$ cat src/rtl/quad_port_bypass.sv
// Client-side front end for the 2-write/2-read quad memory.
// - Both write ports pass straight through. Port A is dropped when both ports
//   write the same address, so port B wins the tie.
// - A short history of effective writes forwards data to reads that hit an
//   address still in flight, which gives write-first behaviour.
// - Every read carries a valid strobe aligned to the fixed memory read latency.
//
// Valid semantics: there is no ready and no backpressure. An rd_* pulse is
// accepted unconditionally in its issue cycle, and rd_valid_* pulses exactly
// RD_LATENCY cycles later. A read may issue on each port every cycle.
module quad_port_bypass #(
  parameter int ADDR_WIDTH = 5,
  parameter int DATA_WIDTH = 32,
  parameter int RD_LATENCY = 2,
  parameter int BYP_DEPTH  = 2
) (
  input  logic                  clk,
  input  logic                  rst_n,
  input  logic                  we_a,
  input  logic                  we_b,
  input  logic [ADDR_WIDTH-1:0] wraddr_a,
  input  logic [ADDR_WIDTH-1:0] wraddr_b,
  input  logic [DATA_WIDTH-1:0] wrdat_a,
  input  logic [DATA_WIDTH-1:0] wrdat_b,
  input  logic                  rd_a,
  input  logic                  rd_b,
  input  logic [ADDR_WIDTH-1:0] rdaddr_a,
  input  logic [ADDR_WIDTH-1:0] rdaddr_b,
  output logic                  mem_we_a,
  output logic                  mem_we_b,
  output logic [ADDR_WIDTH-1:0] mem_wraddr_a,
  output logic [ADDR_WIDTH-1:0] mem_wraddr_b,
  output logic [DATA_WIDTH-1:0] mem_wrdat_a,
  output logic [DATA_WIDTH-1:0] mem_wrdat_b,
  output logic [ADDR_WIDTH-1:0] mem_rdaddr_a,
  output logic [ADDR_WIDTH-1:0] mem_rdaddr_b,
  input  logic [DATA_WIDTH-1:0] mem_rddat_a,
  input  logic [DATA_WIDTH-1:0] mem_rddat_b,
  output logic [DATA_WIDTH-1:0] rddat_a,
  output logic [DATA_WIDTH-1:0] rddat_b,
  output logic                  rd_valid_a,
  output logic                  rd_valid_b
);

  // With BYP_DEPTH==1 there are no history entries. One dummy entry is kept
  // for legal array bounds, and it is never marked valid.
  localparam int HIST     = (BYP_DEPTH > 1) ? BYP_DEPTH - 1 : 1;
  localparam bit HAS_HIST = (BYP_DEPTH > 1);
  localparam int LAST     = RD_LATENCY - 1;

  typedef struct packed {
    logic                  vld;
    logic [ADDR_WIDTH-1:0] addr;
    logic [DATA_WIDTH-1:0] data;
  } wr_ent_t;

  // Effective writes of the current cycle (after tie suppression).
  wr_ent_t cur_a, cur_b;

  // Write history, index 0 is newest.
  wr_ent_t [HIST-1:0] hist_a_q, hist_a_d;
  wr_ent_t [HIST-1:0] hist_b_q, hist_b_d;

  // Per-port read pipelines carrying {valid, hit, bypass data}.
  logic [RD_LATENCY-1:0]                 vld_a_q, vld_a_d;
  logic [RD_LATENCY-1:0]                 hit_a_q, hit_a_d;
  logic [RD_LATENCY-1:0][DATA_WIDTH-1:0] dat_a_q, dat_a_d;
  logic [RD_LATENCY-1:0]                 vld_b_q, vld_b_d;
  logic [RD_LATENCY-1:0]                 hit_b_q, hit_b_d;
  logic [RD_LATENCY-1:0][DATA_WIDTH-1:0] dat_b_q, dat_b_d;

  // Last delivered read data, held while no read completes.
  logic [DATA_WIDTH-1:0] hold_a_q, hold_a_d;
  logic [DATA_WIDTH-1:0] hold_b_q, hold_b_d;

  // Lookup results: {hit, data}.
  logic [DATA_WIDTH:0] lk_a, lk_b;

  // Search oldest to newest, with port A before port B inside each cycle.
  // Each later match overrides an earlier one, so the surviving match is the
  // newest write, and port B takes precedence within a cycle.
  function automatic logic [DATA_WIDTH:0] byp_lookup(
    input logic [ADDR_WIDTH-1:0] ra,
    input wr_ent_t               ca,
    input wr_ent_t               cb,
    input wr_ent_t [HIST-1:0]    ha,
    input wr_ent_t [HIST-1:0]    hb
  );
    logic                  hit;
    logic [DATA_WIDTH-1:0] dat;
    hit = 1'b0;
    dat = '0;
    for (int i = HIST - 1; i >= 0; i--) begin
      if (HAS_HIST && ha[i].vld && (ha[i].addr == ra)) begin
        hit = 1'b1;
        dat = ha[i].data;
      end
      if (HAS_HIST && hb[i].vld && (hb[i].addr == ra)) begin
        hit = 1'b1;
        dat = hb[i].data;
      end
    end
    if (ca.vld && (ca.addr == ra)) begin
      hit = 1'b1;
      dat = ca.data;
    end
    if (cb.vld && (cb.addr == ra)) begin
      hit = 1'b1;
      dat = cb.data;
    end
    return {hit, dat};
  endfunction

  // Address and data pass-through to the memory.
  assign mem_wraddr_a = wraddr_a;
  assign mem_wraddr_b = wraddr_b;
  assign mem_wrdat_a  = wrdat_a;
  assign mem_wrdat_b  = wrdat_b;
  assign mem_rdaddr_a = rdaddr_a;
  assign mem_rdaddr_b = rdaddr_b;

  // Write enables: nothing is written in reset, and port B wins a same-address tie.
  always_comb begin
    mem_we_b   = we_b & rst_n;
    mem_we_a   = we_a & rst_n & ~(we_b & (wraddr_a == wraddr_b));
    cur_a.vld  = mem_we_a;
    cur_a.addr = wraddr_a;
    cur_a.data = wrdat_a;
    cur_b.vld  = mem_we_b;
    cur_b.addr = wraddr_b;
    cur_b.data = wrdat_b;
  end

  // History shift: this cycle's effective writes enter at entry 0.
  always_comb begin
    hist_a_d = '0;
    hist_b_d = '0;
    if (HAS_HIST) begin
      hist_a_d[0] = cur_a;
      hist_b_d[0] = cur_b;
      for (int i = 1; i < HIST; i++) begin
        hist_a_d[i] = hist_a_q[i-1];
        hist_b_d[i] = hist_b_q[i-1];
      end
    end
  end

  // Bypass lookup for both read ports against the shared write window.
  always_comb begin
    lk_a = byp_lookup(rdaddr_a, cur_a, cur_b, hist_a_q, hist_b_q);
    lk_b = byp_lookup(rdaddr_b, cur_a, cur_b, hist_a_q, hist_b_q);
  end

  // Read pipelines: stage 0 captures the issue, and later stages shift.
  always_comb begin
    vld_a_d    = '0;
    hit_a_d    = '0;
    dat_a_d    = '0;
    vld_b_d    = '0;
    hit_b_d    = '0;
    dat_b_d    = '0;
    vld_a_d[0] = rd_a;
    hit_a_d[0] = lk_a[DATA_WIDTH];
    dat_a_d[0] = lk_a[DATA_WIDTH-1:0];
    vld_b_d[0] = rd_b;
    hit_b_d[0] = lk_b[DATA_WIDTH];
    dat_b_d[0] = lk_b[DATA_WIDTH-1:0];
    for (int i = 1; i < RD_LATENCY; i++) begin
      vld_a_d[i] = vld_a_q[i-1];
      hit_a_d[i] = hit_a_q[i-1];
      dat_a_d[i] = dat_a_q[i-1];
      vld_b_d[i] = vld_b_q[i-1];
      hit_b_d[i] = hit_b_q[i-1];
      dat_b_d[i] = dat_b_q[i-1];
    end
  end

  // Output select. Memory data arrives only in the completion cycle, so the
  // final mux works on registered pipeline state and the memory output register.
  always_comb begin
    rd_valid_a = vld_a_q[LAST];
    rd_valid_b = vld_b_q[LAST];
    rddat_a    = rd_valid_a ? (hit_a_q[LAST] ? dat_a_q[LAST] : mem_rddat_a) : hold_a_q;
    rddat_b    = rd_valid_b ? (hit_b_q[LAST] ? dat_b_q[LAST] : mem_rddat_b) : hold_b_q;
    hold_a_d   = rddat_a;
    hold_b_d   = rddat_b;
  end

  // State registers. Reset discards history and in-flight reads.
  always_ff @(posedge clk) begin
    if (!rst_n) begin
      hist_a_q <= '0;
      hist_b_q <= '0;
      vld_a_q  <= '0;
      hit_a_q  <= '0;
      dat_a_q  <= '0;
      vld_b_q  <= '0;
      hit_b_q  <= '0;
      dat_b_q  <= '0;
      hold_a_q <= '0;
      hold_b_q <= '0;
    end else begin
      hist_a_q <= hist_a_d;
      hist_b_q <= hist_b_d;
      vld_a_q  <= vld_a_d;
      hit_a_q  <= hit_a_d;
      dat_a_q  <= dat_a_d;
      vld_b_q  <= vld_b_d;
      hit_b_q  <= hit_b_d;
      dat_b_q  <= dat_b_d;
      hold_a_q <= hold_a_d;
      hold_b_q <= hold_b_d;
    end
  end

endmodule

$ cat config.mk
export PLATFORM = sky130hd
export DESIGN_NAME = quad_port_bypass
export DESIGN_NICKNAME = d
export VERILOG_FILES = /design/src/rtl/quad_port_bypass.sv
export SDC_FILE = /design/constraint.sdc
export NUM_CORES = 1
export LEC_CHECK = 0
export ABC_AREA = 1
export BUFFER_PORTS_ARGS = -buffer_cell sky130_fd_sc_hd__buf_2
export CAP_MARGIN = 25
export CORE_MARGIN = 3
export CORE_UTILIZATION = 40
export DETAILED_ROUTE_END_ITERATION = 7
export SETUP_SLACK_MARGIN = 0.2
export SYNTH_ARGS = -nofsm -noshare
export SYNTH_HDL_FRONTEND = slang
export SYNTH_SLANG_ARGS = --single-unit
$ cat constraint.sdc
create_clock -name clk -period 1.87 [get_ports clk]
set_input_delay 0.374 -clock clk [delete_from_list [all_inputs] [get_ports clk]]
set_output_delay 0.374 -clock clk [all_outputs]
set_load 0.05 [all_outputs]
==> results of run 1 <==
## tightest hold or removal path: stages
cell and delay [ns]:
buf_2 0.11, nand2_1 0.05, inv_1 0.04
## layout make-up
cell class                      instances  area, sq um  share of cell area
Multi-Input combinational cell       1143         5890               0.330
Sequential cell                       276         5550               0.311
Timing Repair Buffer                  409         3400               0.190
Inverter                              373         1410              0.0791
Clock buffer                           43          880              0.0493
Tap cell                              435          544              0.0305
Clock inverter                         11          161             0.00905
Antenna cell                            1         2.50            0.000140
## logic make-up after synthesis
| logic type | count (synthesis) | synth area share |
|---|---|---|
| AOI/OAI and AO/OA | 239 | 0.105 |
| xor gates and xnor gates | 2 | 0.00135 |
| buffers and inverters | 558 | 0.192 |
| DFF | 276 | 0.424 |
| and+or+nand+nor | 902 | 0.277 |
## stage by stage
step | utilization | total power, mW | hold slack, ns | setup TNS, ns
floorplan | - | 7.67 | 0.390 | 0
global placement | 0.477 | 8.21 | 0.395 | -0.0336
detailed placement | 0.477 | 8.22 | 0.396 | 0
CTS | 0.540 | 14.5 | 0.0277 | -10.26
global route | 0.561 | 15.0 | 0.0471 | -12.79
finish | 0.561 | 14.5 | 0.0453 | -8.80
## layout by cell type, fill, tap and decap left out, types with 2 or more instances in the layout
master,n
nor2_4,7
buf_6,71
o21a_1,64
nand2_1,444
nand3_1,71
clkbuf_1,5
nor2_2,19
o22ai_1,4
o21ai_4,35
nor2_1,286
o21ai_2,71
buf_8,5
o21ai_0,31
nand2_4,10
clkinv_2,6
nand3_2,6
dfxtp_4,3
a21oi_1,6
inv_1,351
dlygate4sd3_1,2
dfxtp_2,7
clkinv_4,2
buf_4,53
buf_12,30
dfxtp_1,266
nand4_1,33
inv_4,2
clkbuf_8,8
inv_2,18
buf_2,235
xnor2_1,2
o21ai_1,27
clkbuf_16,36
bufinv_16,3
nand2_2,24
buf_16,5
## registers in the layout, indices dropped and copies added (netlist names)
register and flops:
dat_a_q 32, hold_b_q 32, hist_a_q 38, hold_a_q 32, vld_a_q 2, dat_b_q 32
dat_b_d 32, dat_a_d 32, hist_b_q 38, hit_b_q 2, hit_a_q 2, vld_b_q 2
## report_power, final
| part | switching (mW) | internal (mW) | total, mW | leakage, nW |
|---|---|---|---|---|
| Combinational | 1.50 | 0.736 | 2.24 | 6.60 |
| Sequential | 0.0858 | 6.05 | 6.14 | 2.26 |
| Clock | 2.41 | 3.68 | 6.10 | 0.511 |
## repair_timing
item,CTS,global route
hold buffers,2,0
cloned,6,7
gates resized for setup,247,114
endpoints found under the hold margin,2,0
setup endpoints to repair,93,132
buffers inserted,21,12
pin swaps,7,59
## final timing paths
| path | startpoint | to | cells after the start |
|---|---|---|---|
| worst max-delay path | hit_a_q[1] | rddat_a[14] | 5 |
| worst min-delay path | wrdat_a[28] | hist_a_q[28] | 3 |
| worst max register to register | hist_b_q[36] | dat_a_d[34] | 13 |
| worst min register to register | vld_b_q[0] | vld_b_q[1] | 2 |
## routing by layer
layer / part of all wire / wire length, um / vias up
met5: 0.00051 / 21 / -
met4: 0.023 / 937 / 4
met3: 0.058 / 2380 / 67
met2: 0.48 / 19900 / 414
met1: 0.44 / 18100 / 5662
li1: - / - / 6362
==> impl_metrics.py, run 1 <==
metrics = {
    "status": {
        "outcome": "complete, but fails checks",
        "violations": "negative setup slack",
    },
    "synth": {
        "synthMostInstantiatedCell": "nand2_1",
        "ys.flop_type": "dfxtp_1",
        "syn_area_sq_um": 13000,
        "ys_warn_count": 0,
        "ys_seq_area_frac": 0.424,
        "ys_async_sr_fraction": 0,
        "yosys-top-cells-area": "dfxtp_1 42%, nand2_1 14%, inv_1 10%, nor2_1 8.9%, o21ai_0 5.4%",
        "synth_common_cells": "476 x nand2_1, 356 x inv_1, 309 x nor2_1, 276 x dfxtp_1, 141 x o21ai_0",
        "synth_cell_types": 25,
        "syn_avg_cell_area_sq_um": 6.59,
        "synth_top_area_frac": 0.424,
        "synth-edff-count": 0,
        "syn_nets": 2131,
        "syn_inst": 1977,
        "synth_top_area_cell": "dfxtp_1",
        "ys_ff_latch": 276,
    },
    "clock_network": {
        "clk_pin_slew_ns": 0.06,
        "cts_tree": "done",
        "clockRootBuffer": "clkbuf_16",
        "cts_buffers": 30,
        "worstSkewPairLatency_ns": 0.56,
        "cts_max_path_buffers": 3,
        "htree_levels": 1,
        "cts.sinks": 276,
    },
    "sta": {
        "setup_violations": 64,
        "relSlewSlack": 0.650,
        "fin_skew_ns": 0.0152,
        "slew_violations": 0,
        "tightestPinTransition_ns": 0.525,
        "rsz0062_at_grt": "true",
        "post-route-period-util": 1.09,
        "finalCriticalPeriod_ns": 2.04,
        "final-hold-violation-count": 0,
        "max_freq_mhz": 490,
        "worst_slack_ns": -0.173,
    },
    "global_route": {
        "overflow": 0,
        "antenna_found_initial": 3,
        "grt.total_usage": 0.225,
        "use_met3": 0.0340,
        "grt_pass1_wl_um": 64300,
        "grt_max_degree": 109,
        "gr-usage-met2": 0.386,
        "grt_pass1_vias": 12200,
        "met1_usage": 0.294,
        "grt_busiest_layer": "met2",
    },
    "floorplan": {
        "die-area_sq_um": 34800,
        "die_h_um": 186,
        "start_util": 0.409,
        "ios": 306,
        "coreArea_sq_um": 31800,
        "row_count": 65,
        "die_x_um": 186,
    },
    "pwr": {
        "p_per_area_nw_per_um2": 811,
        "ir_worst_vdd_mv": 0.827,
        "power.leakage_nw": 9.36,
    },
    "final_layout": {
        "fillers": 3032,
        "drive_gt1_frac": 0.294,
        "nets": 2387,
        "areaGrowthSynthToFinish_pct": 37.0,
        "final_cells": 2691,
        "final_area_sq_um": 17800,
    },
    "detailed_routing": {
        "routed-via-count": 12500,
        "drcViolationCount": 0,
        "first_pass_iters": 8,
        "via_per_inst": 4.65,
        "first_iter_violations": 717,
        "antenna_left": 0,
        "routed_wl_um": 41300,
        "wire_per_inst_um": 15.4,
    },
    "worst_setup_path": {
        "crit_type": "reg2out",
        "cp-end-kind": "output pin",
        "cp_top_family": "buffers and inverters",
        "cpMaxStageDelayCell": "dfxtp_2",
        "crit_arrival_ns": 1.67,
        "max_stage_delay_ns": 0.36,
        "crit_required_ns": 1.50,
        "worstPathCellList": "inv_2 -> clkbuf_16 -> o21ai_2 -> o21ai_4 -> buf_6",
        "crit_fanout": 16,
        "start_kind": "flip-flop",
        "reg2reg_slack_ns": 0.20,
        "path_buf_inv": 3,
    },
    "run": {
        "max_cap_viol_count": 0,
    },
    "placed_design": {
        "gp_congestion": 0.901,
        "numPortBuffers": 305,
        "dp_cells": 2588,
        "postPlaceCellArea_sq_um": 15200,
        "dp_hpwl_um": 27900,
        "pre_cts_ws_ns": 0.0119,
    },
    "min_path": {
        "hold_path_class": "in2reg",
    },
}
(Power assumes the default switching activity.)
==> run 2: changes to the inputs <==
- CORE_ASPECT_RATIO: unset -> 0.6
- SLEW_MARGIN: unset -> 15
==> impl_metrics.py, run 2 (synthesis gave the netlist of run 1 again) <==
metrics = {
    "sta": {
        "slew_violations": 0,
        "relSlewSlack": 0.605,
        "fin_hold_ws_ns": 0.0344,
        "setup_tns_ns": -11.08,
        "finalCriticalPeriod_ns": 2.11,
        "post-route-period-util": 1.13,
        "setup_violations": 64,
        "rsz0062_at_grt": "true",
        "tightestPinTransition_ns": 0.592,
        "max_freq_mhz": 473,
        "fin_skew_ns": 0.00986,
        "final-hold-violation-count": 0,
        "worst_slack_ns": -0.244,
    },
    "placed_design": {
        "dp_hpwl_um": 30300,
        "gp_congestion": 0.946,
        "pre_cts_ws_ns": -0.183,
        "numPortBuffers": 305,
        "dp_cells": 2601,
        "postPlaceCellArea_sq_um": 15400,
    },
    "pwr": {
        "p_per_area_nw_per_um2": 792,
        "power.leakage_nw": 9.67,
        "power_mw": 14.5,
        "ir_worst_vdd_mv": 0.587,
    },
    "final_layout": {
        "fin_util": 0.580,
        "layout_common_cells": "453 x nand2_1, 348 x inv_1, 299 x nor2_1",
        "final_area_sq_um": 18300,
        "final_cells": 2731,
        "areaGrowthSynthToFinish_pct": 40.7,
        "nets": 2447,
        "largest_registers": "hist_a_q: 38 flops, hist_b_q: 38 flops",
        "layout_commonest_cell": "nand2_1",
        "antenna_cells": 0,
        "drive_gt1_frac": 0.307,
    },
    "clock_network": {
        "worstSkewPairLatency_ns": 0.56,
        "htree_levels": 1,
        "cts_max_path_buffers": 3,
        "cts.sinks": 276,
        "clockRootBuffer": "clkbuf_16",
        "clk_pin_slew_ns": 0.06,
        "cts_buffers": 28,
        "cts_tree": "done",
    },
    "worst_setup_path": {
        "r2r-end": "dat_b_d[36]",
        "crit_fanout": 9,
        "crit_arrival_ns": 1.74,
        "reg2reg_from": "hist_a_q[35]",
        "crit_required_ns": 1.50,
        "reg2reg_slack_ns": 0.27,
        "worstRegToRegCells": 13,
        "crit_type": "reg2out",
        "start_kind": "flip-flop",
        "cp-end-kind": "output pin",
    },
    "global_route": {
        "grt_max_degree": 130,
        "grt_pass1_wl_um": 67000,
        "grt.total_usage": 0.242,
        "antenna_found_initial": 1,
        "grt_pass1_vias": 11900,
        "overflow": 0,
    },
    "floorplan": {
        "die-area_sq_um": 34800,
        "ios": 306,
        "coreArea_sq_um": 31600,
        "row_count": 50,
        "die_h_um": 146,
        "start_util": 0.412,
        "die_x_um": 239,
    },
    "detailed_routing": {
        "antenna_left": 0,
        "drcViolationCount": 0,
        "routed-via-count": 12900,
        "first_pass_iters": 5,
        "routed_wl_um": 44700,
        "via_per_inst": 4.73,
        "wire_per_inst_um": 16.4,
        "first_iter_violations": 996,
    },
    "status": {
        "violations": "negative setup slack",
        "outcome": "complete, but fails checks",
    },
    "min_path": {
        "holdPathStages": 3,
        "hold_path_class": "in2reg",
        "holdPathEnd": "vld_a_q[0]",
        "holdCritStartpoint": "rd_a",
    },
    "run": {
        "max_cap_viol_count": 0,
    },
}
[run 2: changes by cell type in the layout (fill, tap and decap cells not counted), moves of 5 or more]
cell and delta:
nor2_1 +13, o21ai_2 -11, buf_6 +8, buf_4 +44, buf_12 +5, nor2_2 -9
clkbuf_8 -5, o21ai_4 +8, nand2_1 +9, nand2_4 -7
[run 2: worst max path at each step]
| stage | slack [ns] | from | end |
|---|---|---|---|
| floorplan | 0.16 | vld_a_q[1] | rddat_a[12] |
| global placement | -0.17 | wraddr_b[2] | dat_a_d[36] |
| detailed placement | -0.18 | wraddr_b[2] | dat_a_d[36] |
| CTS | -0.23 | vld_b_q[1] | rddat_b[19] |
| global route | -0.30 | vld_a_q[1] | rddat_a[0] |
| finish | -0.24 | vld_a_q[1] | rddat_a[0] |
[run 2: layout make-up]
class	instances	area [sq um]
clock buffer	32	746
clock inverter	20	233
fill	2926	13300
inverter	373	1420
multi-input combinational	1143	5840
sequential	276	5560
tap	416	520
timing repair buffer	471	4010
[run 2: power by group]
part | total (mW) | internal, mW | switching [mW]
Combinational | 2.40 | 0.831 | 1.57
Clock | 5.97 | 3.45 | 2.52
Sequential | 6.13 | 6.05 | 0.0859
Total | 14.5 | 10.3 | 4.18
[run 2: worst max-delay path, stage by stage, from the launching register on]
cell	delay, ns
dfxtp_4	0.41
buf_12	0.14
buf_12	0.12
o21a_1	0.13
o21ai_1	0.09
o21ai_2	0.10
buf_6	0.19
[run 2: repair_timing]
action	in CTS	in global routing
resized for setup	253	107
hold buffers	1	0
buffers inserted	27	36
endpoints found under the hold margin	1	0
cloned	4	10
setup endpoints to repair	108	125
pin swaps	19	40
[run 2: layer usage]
layer  share of wire  up-vias  GRT usage  routed length [um]
met3           0.078       44     0.0466                3480
met5         0.00029        -          0                  13
li1                -     6488          -                   -
met4           0.015        2     0.0429                 652
met2            0.43      439      0.361               19300
met1            0.48     5945      0.364               21300
==> run 3: changes to the inputs <==
- ABC_AREA: 1 -> 0
==> impl_metrics.py, run 3 <==
metrics = {
    "synth": {
        "yosys.area_share.simple": 0.188,
        "synth_top_area_frac": 0.475,
        "syn_inst": 1190,
        "synth_top_area_cell": "dfxtp_1",
        "syn_nets": 1344,
        "syn_avg_cell_area_sq_um": 9.78,
        "ys_async_sr_fraction": 0,
        "synthMuxAreaShare": 0.0550,
        "synth_top_family_by_area": "simple AND/OR/NAND/NOR gates",
        "synthAdderAreaFrac": 0,
        "synth-edff-count": 0,
        "synth_xor_area_frac": 0.0339,
        "ys_warn_count": 0,
        "ys_seq_area_frac": 0.475,
        "synthMostInstantiatedCell": "dfxtp_1",
        "ys.flop_type": "dfxtp_1",
        "synth_cell_types": 28,
        "ys_ff_latch": 276,
        "synth_compound_area_frac": 0.156,
        "syn_area_sq_um": 11600,
        "synth_common_cells": "276 x dfxtp_1, 210 x and2_1, 134 x nand2_1, 89 x buf_4, 68 x nor2_1",
        "yosys-top-cells-area": "dfxtp_1 47%, and2_1 11%, o221ai_2 7.7%, buf_4 5.7%, mux2i_1 5.5%",
    },
    "final_layout": {
        "drive_gt1_frac": 0.500,
        "largest_registers": "hist_a_q: 38 flops, hist_b_q: 38 flops",
        "layout_commonest_cell": "dfxtp_1",
        "layout_common_cells": "267 x dfxtp_1, 242 x buf_2, 208 x and2_1",
        "nets": 1615,
        "antenna_cells": 0,
        "final_cells": 1847,
        "areaGrowthSynthToFinish_pct": 47.6,
        "final_area_sq_um": 17200,
        "fin_util": 0.611,
    },
    "detailed_routing": {
        "wire_per_inst_um": 19.9,
        "via_per_inst": 5.08,
        "routed-via-count": 9382,
        "first_pass_iters": 5,
        "routed_wl_um": 36800,
        "drcViolationCount": 0,
        "first_iter_violations": 545,
        "antenna_left": 0,
    },
    "worst_setup_path": {
        "reg2reg_slack_ns": -0.04,
        "start_kind": "flip-flop",
        "crit_type": "reg2out",
        "cp-end-kind": "output pin",
        "crit_fanout": 6,
        "crit_arrival_ns": 1.81,
        "crit_required_ns": 1.50,
    },
    "sta": {
        "tightestPinTransition_ns": 0.351,
        "finalCriticalPeriod_ns": 2.18,
        "post-route-period-util": 1.17,
        "final-hold-violation-count": 0,
        "worst_slack_ns": -0.310,
        "slew_violations": 0,
        "fin_skew_ns": 0.00990,
        "setup_violations": 75,
        "setup_tns_ns": -16.51,
        "rsz0062_at_grt": "true",
        "max_freq_mhz": 459,
        "relSlewSlack": 0.764,
    },
    "status": {
        "violations": "negative setup slack",
        "outcome": "complete, but fails checks",
    },
    "clock_network": {
        "clockRootBuffer": "clkbuf_16",
        "clk_pin_slew_ns": 0.06,
        "cts_buffers": 27,
        "cts_max_path_buffers": 3,
        "cts_hold_buffers": 0,
        "cts.sinks": 276,
        "htree_levels": 1,
        "cts_tree": "done",
        "worstSkewPairLatency_ns": 0.54,
    },
    "global_route": {
        "grt_pass1_vias": 9443,
        "grt_pass1_wl_um": 55200,
        "grt.total_usage": 0.226,
        "antenna_found_initial": 3,
        "grt_max_degree": 71,
        "overflow": 0,
    },
    "floorplan": {
        "row_count": 47,
        "coreArea_sq_um": 28100,
        "start_util": 0.414,
        "ios": 306,
        "die_x_um": 226,
        "die-area_sq_um": 31200,
        "die_h_um": 138,
    },
    "pwr": {
        "ir_worst_vdd_mv": 0.582,
        "p_per_area_nw_per_um2": 822,
        "power.leakage_nw": 6.67,
    },
    "placed_design": {
        "dp_cells": 1769,
        "numPortBuffers": 305,
        "gp_congestion": 0.829,
        "dp_hpwl_um": 24600,
        "postPlaceCellArea_sq_um": 14300,
    },
    "run": {
        "max_cap_viol_count": 0,
    },
    "min_path": {
        "hold_path_class": "in2reg",
    },
}
[run 3: changes by cell type in the layout (fill, tap and decap cells not counted), moves of 64 or more]
cell / previous run / this run
inv_1: 348 / 4
nand2_1: 453 / 132
nor2_1: 299 / 68
and2_1: 0 / 208
nand3_1: 70 / 2
a22oi_2: 0 / 64
o21a_1: 64 / 0
[run 3: timing repair]
item	CTS	global route
cloned	8	4
endpoints found under the setup margin	130	132
buffers inserted	10	8
pin swaps	27	44
resized for setup	235	104
[run 3: final timing paths]
check                             startpoint     endpoint  depth (start not counted)
worst min-delay path                    rd_b   vld_b_q[0]                          2
worst max register to register  hist_b_q[34]  dat_b_d[43]                          9
worst min register to register   dat_b_d[51]  dat_b_q[51]                          1
worst max-delay path              hit_a_q[1]  rddat_a[14]                          4
[run 3: layout make-up]
class	instances	area, sq um
fill	2292	10900
multi-input combinational	737	6810
sequential	276	5550
timing repair buffer	414	3480
clock buffer	38	777
tap	367	459
clock inverter	10	75.1
inverter	5	21.3
[run 3: logic make-up (layout without fill, tap and decap cells)]
kind of cell | count (synthesis) | after routing
AO/OA/AOI/OAI | 199 | 199
flip-flops | 276 | 276
buffers and inverters | 177 | 467
multiplexers | 64 | 64
XOR/XNOR | 45 | 45
AND/OR/NAND/NOR | 429 | 429
[run 3: through the flow]
step | hold WS [ns] | worst slack, ns | power [mW]
2_1_floorplan | 0.411 | 0.191 | 7.95
3_3_place_gp | 0.417 | -0.174 | 8.57
3_5_place_dp | 0.419 | -0.213 | 8.59
4_1_cts | 0.0307 | -0.314 | 14.1
5_1_grt | 0.0575 | -0.355 | 14.6
6_report | 0.0507 | -0.310 | 14.1
[run 3: worst max-delay path: stages, from the launching register on]
cell and delay, ns:
dfxtp_4 0.50, buf_12 0.19, mux2i_2 0.28, a21oi_4 0.08
buf_2 0.21
[run 3: routing by layer]
layer / share of wire / track usage
met5: 0 / 0
met4: 0.011 / 0.0345
met3: 0.058 / 0.0475
met2: 0.45 / 0.356
met1: 0.48 / 0.327
[run 3: power breakdown]
part	leakage, nW	internal [mW]	switching (mW)	total, mW
Clock	0.431	3.02	2.28	5.29
Combinational	3.98	0.980	1.65	2.63
Sequential	2.26	6.07	0.120	6.19
